## src/rtl/pwm_pkg.sv

```systemverilog
// Shared types and reset constants for the multi-channel PWM generator.
package pwm_pkg;

    typedef enum logic {
        PWM_EDGE   = 1'b0,
        PWM_CENTER = 1'b1
    } pwm_mode_e;

    typedef enum logic {
        DIR_UP   = 1'b0,
        DIR_DOWN = 1'b1
    } pwm_dir_e;

    localparam pwm_mode_e RST_MODE  = PWM_EDGE;
    localparam pwm_dir_e  RST_DIR   = DIR_UP;
    localparam logic      RST_LEVEL = 1'b0;
    localparam logic      RST_PULSE = 1'b0;

endpackage

```

## src/rtl/pwm_timebase.sv

```systemverilog
// Shared PWM timebase: prescaler, up/up-down counter, period boundary
// detection and the registered period_end pulse.
module pwm_timebase
    import pwm_pkg::*;
#(
    parameter int WIDTH          = 8,
    parameter int PRESCALE_WIDTH = 8
) (
    input  logic                      clock,
    input  logic                      reset_n,
    input  logic                      enable,
    input  logic [PRESCALE_WIDTH-1:0] prescale,
    input  logic [WIDTH-1:0]          period,
    input  pwm_mode_e                 mode,
    output logic [WIDTH-1:0]          count,
    output logic                      boundary,
    output logic                      period_end
);

    logic [PRESCALE_WIDTH-1:0] pre_cnt_q, pre_cnt_d;
    logic [WIDTH-1:0]          cnt_q, cnt_d;
    pwm_dir_e                  dir_q, dir_d;
    logic                      period_end_q, period_end_d;
    logic                      tick;

    // Next-state for prescaler, counter and direction; every boundary returns to 0 counting up
    always_comb begin
        tick      = enable && (pre_cnt_q == prescale);
        pre_cnt_d = pre_cnt_q;
        cnt_d     = cnt_q;
        dir_d     = dir_q;
        boundary  = 1'b0;
        if (enable) begin
            pre_cnt_d = tick ? '0 : pre_cnt_q + 1'b1;
        end
        if (tick) begin
            if (mode == PWM_EDGE) begin
                if (cnt_q == period) begin
                    boundary = 1'b1;
                    cnt_d    = '0;
                    dir_d    = DIR_UP;
                end else begin
                    cnt_d = cnt_q + 1'b1;
                end
            end else if (period <= WIDTH'(1)) begin
                // Degenerate center period: hold at 0, every tick ends a period
                boundary = 1'b1;
                cnt_d    = '0;
                dir_d    = DIR_UP;
            end else if (dir_q == DIR_UP) begin
                if (cnt_q == period) begin
                    cnt_d = cnt_q - 1'b1;
                    dir_d = DIR_DOWN;
                end else begin
                    cnt_d = cnt_q + 1'b1;
                end
            end else begin
                if (cnt_q == WIDTH'(1)) begin
                    boundary = 1'b1;
                    cnt_d    = '0;
                    dir_d    = DIR_UP;
                end else begin
                    cnt_d = cnt_q - 1'b1;
                end
            end
        end
        period_end_d = boundary;
    end

    // Timebase state registers
    always_ff @(posedge clock or negedge reset_n) begin
        if (!reset_n) begin
            pre_cnt_q    <= '0;
            cnt_q        <= '0;
            dir_q        <= RST_DIR;
            period_end_q <= RST_PULSE;
        end else begin
            pre_cnt_q    <= pre_cnt_d;
            cnt_q        <= cnt_d;
            dir_q        <= dir_d;
            period_end_q <= period_end_d;
        end
    end

    assign count      = cnt_q;
    assign period_end = period_end_q;

endmodule

```

## src/rtl/pwm_multi.sv

```systemverilog
// Multi-channel PWM generator: one shared timebase, per-channel compare
// stages with double-buffered duty, period and mode taken at boundaries.
// Optional build macro PWM_POLARITY_EN adds a per-channel polarity input.
module pwm_multi
    import pwm_pkg::*;
#(
    parameter int WIDTH          = 8,
    parameter int CHANNELS       = 4,
    parameter int PRESCALE_WIDTH = 8
) (
    input  logic                      clock,
    input  logic                      reset_n,
    input  logic                      enable,
    input  logic [PRESCALE_WIDTH-1:0] prescale,
    input  logic [WIDTH-1:0]          period,
    input  logic                      center,
    input  logic [CHANNELS*WIDTH-1:0] duty,
    input  logic                      load,
`ifdef PWM_POLARITY_EN
    input  logic [CHANNELS-1:0]       polarity,
`endif
    output logic [CHANNELS-1:0]       signal,
    output logic                      period_end,
    output logic                      update_done
);

    logic [WIDTH-1:0] period_q, period_d;
    pwm_mode_e        mode_q, mode_d;
    logic             pending_q, pending_d;
    logic             update_done_q, update_done_d;
    logic [WIDTH-1:0] count;
    logic             boundary;
    logic             transfer;

    pwm_timebase #(
        .WIDTH          (WIDTH),
        .PRESCALE_WIDTH (PRESCALE_WIDTH)
    ) u_timebase (
        .clock      (clock),
        .reset_n    (reset_n),
        .enable     (enable),
        .prescale   (prescale),
        .period     (period_q),
        .mode       (mode_q),
        .count      (count),
        .boundary   (boundary),
        .period_end (period_end)
    );

    // Shadow transfer control: a load in the boundary cycle counts as pending
    always_comb begin
        transfer      = boundary && (pending_q || load);
        period_d      = period_q;
        mode_d        = mode_q;
        pending_d     = pending_q;
        update_done_d = transfer;
        if (transfer) begin
            period_d  = period;
            mode_d    = pwm_mode_e'(center);
            pending_d = 1'b0;
        end else if (load) begin
            pending_d = 1'b1;
        end
    end

    // Active period/mode, pending flag and update pulse
    always_ff @(posedge clock or negedge reset_n) begin
        if (!reset_n) begin
            period_q      <= '1;
            mode_q        <= RST_MODE;
            pending_q     <= 1'b0;
            update_done_q <= RST_PULSE;
        end else begin
            period_q      <= period_d;
            mode_q        <= mode_d;
            pending_q     <= pending_d;
            update_done_q <= update_done_d;
        end
    end

    assign update_done = update_done_q;

`ifdef PWM_POLARITY_EN
    // Polarity is sampled every clock and applied after the active-level flop,
    // so reset and enable-low both leave each output at its inactive level
    logic [CHANNELS-1:0] polarity_q;
    always_ff @(posedge clock) begin
        polarity_q <= polarity;
    end
`endif

    for (genvar gi = 0; gi < CHANNELS; gi++) begin : g_ch
        logic [WIDTH-1:0] duty_q, duty_d;
        logic             level_q, level_d;

        // Take new duty on transfer; compare uses the pre-update count and duty
        always_comb begin
            duty_d  = duty_q;
            level_d = enable && (count < duty_q);
            if (transfer) begin
                duty_d = duty[gi*WIDTH +: WIDTH];
            end
        end

        // Per-channel active duty and registered active level
        always_ff @(posedge clock or negedge reset_n) begin
            if (!reset_n) begin
                duty_q  <= '0;
                level_q <= RST_LEVEL;
            end else begin
                duty_q  <= duty_d;
                level_q <= level_d;
            end
        end

`ifdef PWM_POLARITY_EN
        assign signal[gi] = level_q ^ polarity_q[gi];
`else
        assign signal[gi] = level_q;
`endif
    end

endmodule

```

## config.mk

```make
export PLATFORM = sky130hd
export DESIGN_NAME = pwm_multi
export DESIGN_NICKNAME = d
export VERILOG_FILES = /design/src/rtl/pwm_pkg.sv /design/src/rtl/pwm_timebase.sv /design/src/rtl/pwm_multi.sv
export SDC_FILE = /design/constraint.sdc
export NUM_CORES = 1
export LEC_CHECK = 0
export ABC_CLOCK_PERIOD_IN_PS = 5900
export BUFFER_PORTS_ARGS = -buffer_cell sky130_fd_sc_hd__buf_2
export CORE_MARGIN = 2
export CORE_UTILIZATION = 23
export CTS_CLUSTER_SIZE = 24
export DETAILED_ROUTE_END_ITERATION = 10
export PLACE_DENSITY_LB_ADDON = 0.2
export REMOVE_ABC_BUFFERS = 1
export SLEW_MARGIN = 10
export SYNTH_ARGS = -nofsm -noshare
export SYNTH_HDL_FRONTEND = slang
export SYNTH_SLANG_ARGS = --single-unit
```

## constraint.sdc

```tcl
create_clock -name clock -period 5.9 [get_ports clock]
set_input_delay 0.59 -clock clock [delete_from_list [all_inputs] [get_ports clock]]
set_output_delay 0.59 -clock clock [all_outputs]
set_load 0.03 [all_outputs]
```

==> results of run 1 <==
==> worst max-delay path, cell delays in order (launching register included) <==
cell and delay (ns):
dfrtp_1 0.43, xnor2_1 0.28, nand3_1 0.15, nor3_1 0.82
o2111ai_4 0.44, buf_4 0.44, mux2_4 0.38
==> per-stage QoR <==
stage | worst slack (ns) | utilization
floorplan | 2.861 | -
global placement | 2.563 | 0.2596
detailed placement | 2.534 | 0.2596
CTS | 2.754 | 0.2811
global route | 2.607 | 0.2811
finish | 2.790 | 0.2811
==> cell families (layout without fill, tap and decap cells) <==
family | count (synthesis) | in the layout | share of synthesized area
simple gates | 73 | 73 | 0.09892
flops | 65 | 65 | 0.4121
compound gates | 62 | 62 | 0.1119
buf+inv | 51 | 110 | 0.06112
mux | 44 | 44 | 0.1623
fa+ha+maj | 32 | 32 | 0.1008
xor+xnor | 24 | 24 | 0.05293
==> layer usage <==
layer | share of wire | vias to the layer above
met5 | 0 | -
met4 | 0.021 | 0
met3 | 0.035 | 14
met2 | 0.47 | 58
met1 | 0.48 | 1294
li1 | - | 1347
==> layout by cell type (no fill, tap or decap), types with 3 or more instances in the layout <==
cell	count
buf_2	58
dfstp_2	8
a21o_1	12
clkinvlp_4	3
nand2_1	12
clkbuf_16	9
a31oi_1	6
nand3_1	8
a21oi_1	5
o21ai_0	14
nor2_1	17
and3_1	4
a211oi_1	6
ha_1	32
mux2_4	40
xor2_1	15
nand3b_1	6
a22oi_1	3
nand2b_1	4
nor3_1	7
o31ai_1	5
xnor2_1	9
bufinv_16	4
mux2_2	3
o21bai_1	4
nand4_1	6
inv_1	34
dfrtp_1	57
==> layout make-up <==
cell class	instances	area, um2	share of cell area
well taps	225	281.5	0.05852
flip-flops and latches	65	1637	0.3402
multi-input cells	235	2092	0.4349
inverters	34	127.6	0.02653
repair buffers	60	305.3	0.06346
clock inverters	7	142.6	0.02965
clock buffers	9	225.2	0.04681
==> sequential cells by signal (all words and copies together) (netlist names) <==
signal,count
g_ch.duty_q,32
g_ch.level_q,4
mode_q,1
pending_q,1
period_q,8
u_timebase.count,8
u_timebase.dir_q,1
u_timebase.period_end,1
u_timebase.pre_cnt_q,8
update_done,1
==> power by group <==
group	leakage, uW	internal [uW]	switching, uW
registers	0.000852	483	71.5
logic	0.00124	134	146
clock network	0.000168	455	207
==> worst paths after layout <==
path                       cells after the start               startpoint           endpoint  slack [ns]
min reg2reg                                    1        g_ch[2].duty_q[6]  g_ch[2].duty_q[6]        0.51
min                                            2                  reset_n             mode_q        0.45
max in group asynchronous                      2                  reset_n  g_ch[2].duty_q[2]        4.90
max                                            6  u_timebase.pre_cnt_q[2]  g_ch[1].duty_q[0]        2.79
min in group clock                             2                  duty[4]  g_ch[0].duty_q[4]        0.48
max reg2reg                                    6  u_timebase.pre_cnt_q[2]  g_ch[1].duty_q[0]        2.79
==> flow_results.xml, run 1 <==
<?xml version="1.0" encoding="UTF-8"?>
<metrics>
  <group name="place">
    <metric name="placed_area" unit="um2">4443</metric>
    <metric name="numPortBuffers" unit="">58</metric>
    <metric name="place_congestion" unit="">0.7913</metric>
    <metric name="post-place-cells" unit="">619</metric>
    <metric name="detailed_place_hpwl" unit="um">6569</metric>
  </group>
  <group name="timing">
    <metric name="slew_headroom" unit="">0.3430</metric>
    <metric name="worst_hold_slack" unit="ns">0.4507</metric>
    <metric name="post-route-min-period" unit="ns">3.110</metric>
    <metric name="period_share" unit="">0.5272</metric>
    <metric name="achievable-frequency" unit="GHz">0.3215</metric>
    <metric name="max_slew.worst_pin.slew" unit="ns">0.9779</metric>
    <metric name="grt_setup_unrepaired" unit="">false</metric>
    <metric name="tns" unit="ns">0</metric>
    <metric name="hold_violations" unit="">0</metric>
    <metric name="worst_clock_skew" unit="ns">0.004260</metric>
    <metric name="setup_violations" unit="">0</metric>
    <metric name="report.final.slew_viol_count" unit="">0</metric>
  </group>
  <group name="power_and_ir_drop">
    <metric name="design_power_total" unit="uW">1497</metric>
    <metric name="vdd_drop_max" unit="mV">0.1508</metric>
    <metric name="power_per_standard_cell_area" unit="nW/um2">311.2</metric>
    <metric name="leakage" unit="uW">0.002261</metric>
  </group>
  <group name="clock_network">
    <metric name="clockBufferDepth" unit="">2</metric>
    <metric name="clock_sinks" unit="">65</metric>
    <metric name="cts_made_buffers" unit="">9</metric>
    <metric name="cts-htree-levels" unit="">3</metric>
    <metric name="clk_pin_slew" unit="ns">0.06</metric>
    <metric name="postCtsSetupBuffers" unit="">0</metric>
    <metric name="cts_root_buffer" unit="">clkbuf_16</metric>
    <metric name="cts_resized" unit="">0</metric>
    <metric name="cts_tree" unit="">built</metric>
    <metric name="clock_insertion_delay_worst_skew" unit="ns">0.33</metric>
    <metric name="post_cts_hold_buffer_count" unit="">0</metric>
  </group>
  <group name="cells_and_area">
    <metric name="final.fill_count" unit="">1778</metric>
    <metric name="finish.instance_area" unit="um2">4811</metric>
    <metric name="post_route_cells_drive_above_1_share" unit="">0.3220</metric>
    <metric name="n_antenna_cell" unit="">0</metric>
    <metric name="stdcell_count" unit="">635</metric>
    <metric name="synthToLayoutAreaGrowth" unit="%">21.14</metric>
    <metric name="finalNetCount" unit="">490</metric>
  </group>
  <group name="detailed_routing">
    <metric name="route.vias.total" unit="">2713</metric>
    <metric name="drt_iter0_markers" unit="">115</metric>
    <metric name="detail_route.wl_per_cell" unit="um">14.28</metric>
    <metric name="detail-route-antenna-nets" unit="">0</metric>
    <metric name="route.final.wire_length" unit="um">9067</metric>
    <metric name="route.detailed.vias_per_inst" unit="">4.272</metric>
    <metric name="drt_pre_antenna_iters" unit="">4</metric>
    <metric name="drt_drc_violations_left" unit="">0</metric>
  </group>
  <group name="synthesis">
    <metric name="synthesis.area_per_instance" unit="um2">11.31</metric>
    <metric name="asyncSetResetFlopFracSynth" unit="">1.000</metric>
    <metric name="synthTopCellsByArea" unit="">dfrtp_1 (36%), mux2_4 (15%), ha_1 (10%), dfstp_2 (5.3%), xor2_1 (3.3%)</metric>
    <metric name="netlist_area" unit="um2">3971</metric>
    <metric name="post-synth-top-count-cell" unit="">dfrtp_1</metric>
    <metric name="yosysWarningCount" unit="">0</metric>
    <metric name="ys_seq_area_frac" unit="">0.4121</metric>
    <metric name="postSynthRegisterBits" unit="">65</metric>
    <metric name="synth-edff-count" unit="">0</metric>
    <metric name="synthDistinctLibCells" unit="">42</metric>
    <metric name="synth-main-ff-cell" unit="">dfrtp_1</metric>
    <metric name="yosys-top-cells-count" unit="">dfrtp_1 (57), mux2_4 (40), inv_1 (34), ha_1 (32), nor2_1 (17)</metric>
    <metric name="postSynthCellCount" unit="">351</metric>
    <metric name="yosys.area.top_type" unit="">dfrtp_1</metric>
    <metric name="netlist.area_leader.share" unit="">0.3592</metric>
  </group>
  <group name="critical_path">
    <metric name="cp.required" unit="ns">6.12</metric>
    <metric name="crit_type" unit="">reg2reg</metric>
    <metric name="setup.worst_path.end_class" unit="">flop</metric>
    <metric name="crit_fanout" unit="">34</metric>
    <metric name="cp.arrival" unit="ns">3.33</metric>
    <metric name="cp-start-kind" unit="">flop</metric>
  </group>
  <group name="grt">
    <metric name="gr-usage-met2" unit="">0.1748</metric>
    <metric name="global_route.peak_usage_layer" unit="">met2</metric>
    <metric name="grtUsageMet1" unit="">0.1386</metric>
    <metric name="number_of_antenna_violations_at_the_first_check_in_global_routing" unit="">0</metric>
    <metric name="grt_use_total" unit="">0.1085</metric>
    <metric name="grt_pass1_wl" unit="um">15300</metric>
    <metric name="overflow" unit="">0</metric>
    <metric name="met3_usage" unit="">0.02544</metric>
    <metric name="number_of_global_route_vias_before_repair" unit="">2961</metric>
    <metric name="grt_max_degree" unit="">66</metric>
  </group>
  <group name="outcome">
    <metric name="result_of_the_run" unit="">finished, final reports clean</metric>
  </group>
  <group name="flow_run">
    <metric name="max_cap_viol_count" unit="">0</metric>
  </group>
  <group name="floorplanning">
    <metric name="placement_rows" unit="">48</metric>
    <metric name="ios" unit="">59</metric>
    <metric name="floorplan.die.height" unit="um">135.4</metric>
    <metric name="die_area" unit="um2">18330</metric>
    <metric name="core_area" unit="um2">17120</metric>
    <metric name="initial_utilization" unit="">0.2320</metric>
    <metric name="horizontal_extent_of_the_die" unit="um">135.4</metric>
  </group>
  <group name="min_path">
    <metric name="min_path_type" unit="">in2async</metric>
  </group>
</metrics>
Power figures use the tool's default switching activity.
==> run 2, diff against run 1 <==
Settings changed: ABC_AREA set to 1, ABC_CLOCK_PERIOD_IN_PS 5900 to 3100.
Clock period 5.9 ns to 3.1 ns, I/O delays scaled along.
==> run 2 against run 1 <==
Net effect:
- wire length is 11% higher
- via count is 26% higher
- non-clock buffer count is 1 lower
- combinational power grew to 3.2 times the previous value
- critical path depth is 3 higher
- flip-flop and latch count stayed put
- total power is 95% higher
- cell count is 28% higher
- sequential share of layout area hardly changed
- clock power is 38% higher
==> flow_results.xml, run 2 <==
<?xml version="1.0" encoding="UTF-8"?>
<metrics>
  <group name="floorplanning">
    <metric name="floorplan.die.height" unit="um">137.8</metric>
    <metric name="horizontal_extent_of_the_die" unit="um">137.8</metric>
    <metric name="core_area" unit="um2">17420</metric>
    <metric name="ios" unit="">59</metric>
    <metric name="die_area" unit="um2">19000</metric>
    <metric name="placement_rows" unit="">48</metric>
    <metric name="initial_utilization" unit="">0.2366</metric>
  </group>
  <group name="cells_and_area">
    <metric name="multiInputGateArea" unit="um2">2059</metric>
    <metric name="final.fill_count" unit="">1953</metric>
    <metric name="final_common_cell" unit="">nand2_1</metric>
    <metric name="post_route_cells_drive_above_1_share" unit="">0.1752</metric>
    <metric name="synthToLayoutAreaGrowth" unit="%">16.67</metric>
    <metric name="largest_reg_flops" unit="">32</metric>
    <metric name="commonest_non_fill_non_tap_cells_in_the_layout" unit="">nand2_1 (197), inv_1 (59), buf_2 (58)</metric>
    <metric name="finish.instance_area" unit="um2">4807</metric>
    <metric name="n_antenna_cell" unit="">0</metric>
    <metric name="registers.top_by_ff_count" unit="">g_ch.duty_q</metric>
    <metric name="finalNetCount" unit="">668</metric>
    <metric name="layout.area.seq" unit="um2">1637</metric>
  </group>
  <group name="clock_network">
    <metric name="clockBufferDepth" unit="">2</metric>
    <metric name="cts-htree-levels" unit="">3</metric>
    <metric name="cts_made_buffers" unit="">9</metric>
    <metric name="clock_sinks" unit="">65</metric>
    <metric name="clk_pin_slew" unit="ns">0.06</metric>
    <metric name="cts_root_buffer" unit="">clkbuf_16</metric>
    <metric name="clock_insertion_delay_worst_skew" unit="ns">0.34</metric>
    <metric name="postCtsSetupBuffers" unit="">0</metric>
    <metric name="post_cts_hold_buffer_count" unit="">0</metric>
    <metric name="cts_resized" unit="">0</metric>
    <metric name="cts_tree" unit="">built</metric>
  </group>
  <group name="detailed_routing">
    <metric name="drt_drc_violations_left" unit="">0</metric>
    <metric name="detail_route.wl_per_cell" unit="um">12.40</metric>
    <metric name="route.vias.total" unit="">3425</metric>
    <metric name="drt_pre_antenna_iters" unit="">4</metric>
    <metric name="detail-route-antenna-nets" unit="">0</metric>
    <metric name="route.final.wire_length" unit="um">10090</metric>
    <metric name="drt_iter0_markers" unit="">124</metric>
    <metric name="route.detailed.vias_per_inst" unit="">4.213</metric>
  </group>
  <group name="synthesis">
    <metric name="netlist.area_leader.share" unit="">0.3462</metric>
    <metric name="ys_seq_area_frac" unit="">0.3972</metric>
    <metric name="netlist_area" unit="um2">4120</metric>
    <metric name="yosys.area.top_type" unit="">dfrtp_1</metric>
    <metric name="asyncSetResetFlopFracSynth" unit="">1.000</metric>
    <metric name="postSynthRegisterBits" unit="">65</metric>
    <metric name="postSynthCellCount" unit="">531</metric>
    <metric name="yosys-top-cells-count" unit="">nand2_1 (197), inv_1 (59), dfrtp_1 (57), ha_1 (32), nor2_1 (28)</metric>
    <metric name="synthTopCellsByArea" unit="">dfrtp_1 (35%), nand2_1 (18%), ha_1 (9.7%), inv_1 (5.4%), dfstp_2 (5.1%)</metric>
    <metric name="synth-edff-count" unit="">0</metric>
    <metric name="synthesis.area_per_instance" unit="um2">7.759</metric>
    <metric name="post-synth-top-count-cell" unit="">nand2_1</metric>
    <metric name="synthDistinctLibCells" unit="">33</metric>
    <metric name="synth-main-ff-cell" unit="">dfrtp_1</metric>
    <metric name="yosysWarningCount" unit="">0</metric>
  </group>
  <group name="timing">
    <metric name="post-route-min-period" unit="ns">2.345</metric>
    <metric name="worst_hold_slack" unit="ns">0.07028</metric>
    <metric name="tns" unit="ns">0</metric>
    <metric name="slew_headroom" unit="">0.4258</metric>
    <metric name="max_slew.worst_pin.slew" unit="ns">0.8612</metric>
    <metric name="report.final.slew_viol_count" unit="">0</metric>
    <metric name="worst_clock_skew" unit="ns">0.006515</metric>
    <metric name="setup_violations" unit="">0</metric>
    <metric name="period_share" unit="">0.7566</metric>
    <metric name="achievable-frequency" unit="GHz">0.4264</metric>
    <metric name="grt_setup_unrepaired" unit="">false</metric>
    <metric name="hold_violations" unit="">0</metric>
    <metric name="timing.final.ws_setup" unit="ns">0.7547</metric>
  </group>
  <group name="grt">
    <metric name="overflow" unit="">0</metric>
    <metric name="number_of_antenna_violations_at_the_first_check_in_global_routing" unit="">0</metric>
    <metric name="grt_use_total" unit="">0.1198</metric>
    <metric name="grt_max_degree" unit="">43</metric>
    <metric name="number_of_global_route_vias_before_repair" unit="">3548</metric>
    <metric name="grt_pass1_wl" unit="um">17420</metric>
  </group>
  <group name="power_and_ir_drop">
    <metric name="leakage" unit="uW">0.002463</metric>
    <metric name="vdd_drop_max" unit="mV">0.2565</metric>
    <metric name="power_per_standard_cell_area" unit="nW/um2">606.3</metric>
  </group>
  <group name="critical_path">
    <metric name="setup.worst_path.end_class" unit="">flop</metric>
    <metric name="beginning_of_the_worst_register_to_register_path" unit="">u_timebase.count[3]</metric>
    <metric name="setup.worst_path.start" unit="">u_timebase.count[3]</metric>
    <metric name="cp.required" unit="ns">3.38</metric>
    <metric name="cp-start-kind" unit="">flop</metric>
    <metric name="reg2reg_setup_slack" unit="ns">0.75</metric>
    <metric name="timing.reg2reg.worst_path_depth" unit="">9</metric>
    <metric name="crit_type" unit="">reg2reg</metric>
    <metric name="critical_path.reg2reg.endpoint" unit="">period_q[4]</metric>
    <metric name="crit_end" unit="">period_q[4]</metric>
    <metric name="cp.arrival" unit="ns">2.62</metric>
    <metric name="crit_fanout" unit="">42</metric>
  </group>
  <group name="outcome">
    <metric name="result_of_the_run" unit="">finished, final reports clean</metric>
  </group>
  <group name="place">
    <metric name="dp_worst_setup_slack" unit="ns">0.7066</metric>
    <metric name="placed_area" unit="um2">4543</metric>
    <metric name="numPortBuffers" unit="">58</metric>
    <metric name="detailed_place_hpwl" unit="um">7449</metric>
    <metric name="place_congestion" unit="">0.8249</metric>
  </group>
  <group name="min_path">
    <metric name="min_path_type" unit="">in2async</metric>
  </group>
  <group name="flow_run">
    <metric name="max_cap_viol_count" unit="">0</metric>
  </group>
</metrics>
## run 2: cell types whose count changed after synthesis, moves of 7 or more
cell     before  now
inv_2         0    8
mux2_4       40    0
nand2_1      12  197
xor2_1       15    8
nor2_1       17   28
nand3_1       8   25
a21oi_1       5   17
inv_1        34   59
buf_6         4   11
a21o_1       12    4
## run 2: cell families (layout without fill, tap and decap cells)
logic type      Yosys count  count (layout)  synth area share
simple gates            282             282            0.2997
compound gates           51              51           0.07106
buf+inv                  86             143            0.1029
flops                    65              65            0.3972
fa+ha+maj                32              32           0.09717
xor+xnor                 15              15           0.03189
## run 2: where the power goes
part | leakage [uW] | total, uW | internal, uW | switching [uW]
Clock | 0.000128 | 915 | 534 | 380
Sequential | 0.000831 | 1110 | 934 | 176
Combinational | 0.00150 | 890 | 381 | 509
Total | 0.00246 | 2910 | 1850 | 1070
## run 2: area by class of cell
class,count,area share
clock buffer,10,0.04763
clock inverter,6,0.007288
inverter,68,0.05310
multi-input combinational,380,0.4284
sequential,65,0.3404
tap,225,0.05856
timing repair buffer,59,0.06455
## run 2: layer usage
metal  up-vias  GRT usage  part of all wire
li1       1771          -                 -
met1      1587     0.1504              0.47
met2        53     0.1983              0.47
met3        14    0.03017             0.040
met4         0    0.04422             0.019
met5         -          0                 0
## run 2: worst max-delay path, cell delays in order, from the launching register on
cell     delay [ns]
dfrtp_1        0.72
xnor2_1        0.18
nand2_1        0.07
nor2_1         0.11
nand2_2        0.19
nand2_4        0.15
nand3_4        0.11
nor2_8         0.45
nand2_1        0.16
nand2_1        0.10
## run 2: worst min-delay path by stage
stage | start | to | slack, ns | depth (start not counted)
after global placement | g_ch[3].duty_q[0] | g_ch[3].duty_q[0] | 0.46 | 2
after detailed placement | g_ch[0].duty_q[2] | g_ch[0].duty_q[2] | 0.46 | 2
after CTS | reset_n | u_timebase.pre_cnt_q[1] | 0.11 | 1
final | reset_n | u_timebase.pre_cnt_q[0] | 0.07 | 1
after global routing | reset_n | u_timebase.pre_cnt_q[0] | 0.15 | 1
after floorplan | reset_n | g_ch[0].duty_q[0] | 0.01 | 0
## run 2: per-stage QoR
step                        util  cells  total power [uW]
after floorplan                -    513              1722
after global placement    0.2608    797              2005
after detailed placement  0.2608    797              2030
after CTS                 0.2760    813              2974
after global routing      0.2760    813              3174
final                     0.2760    813              2914
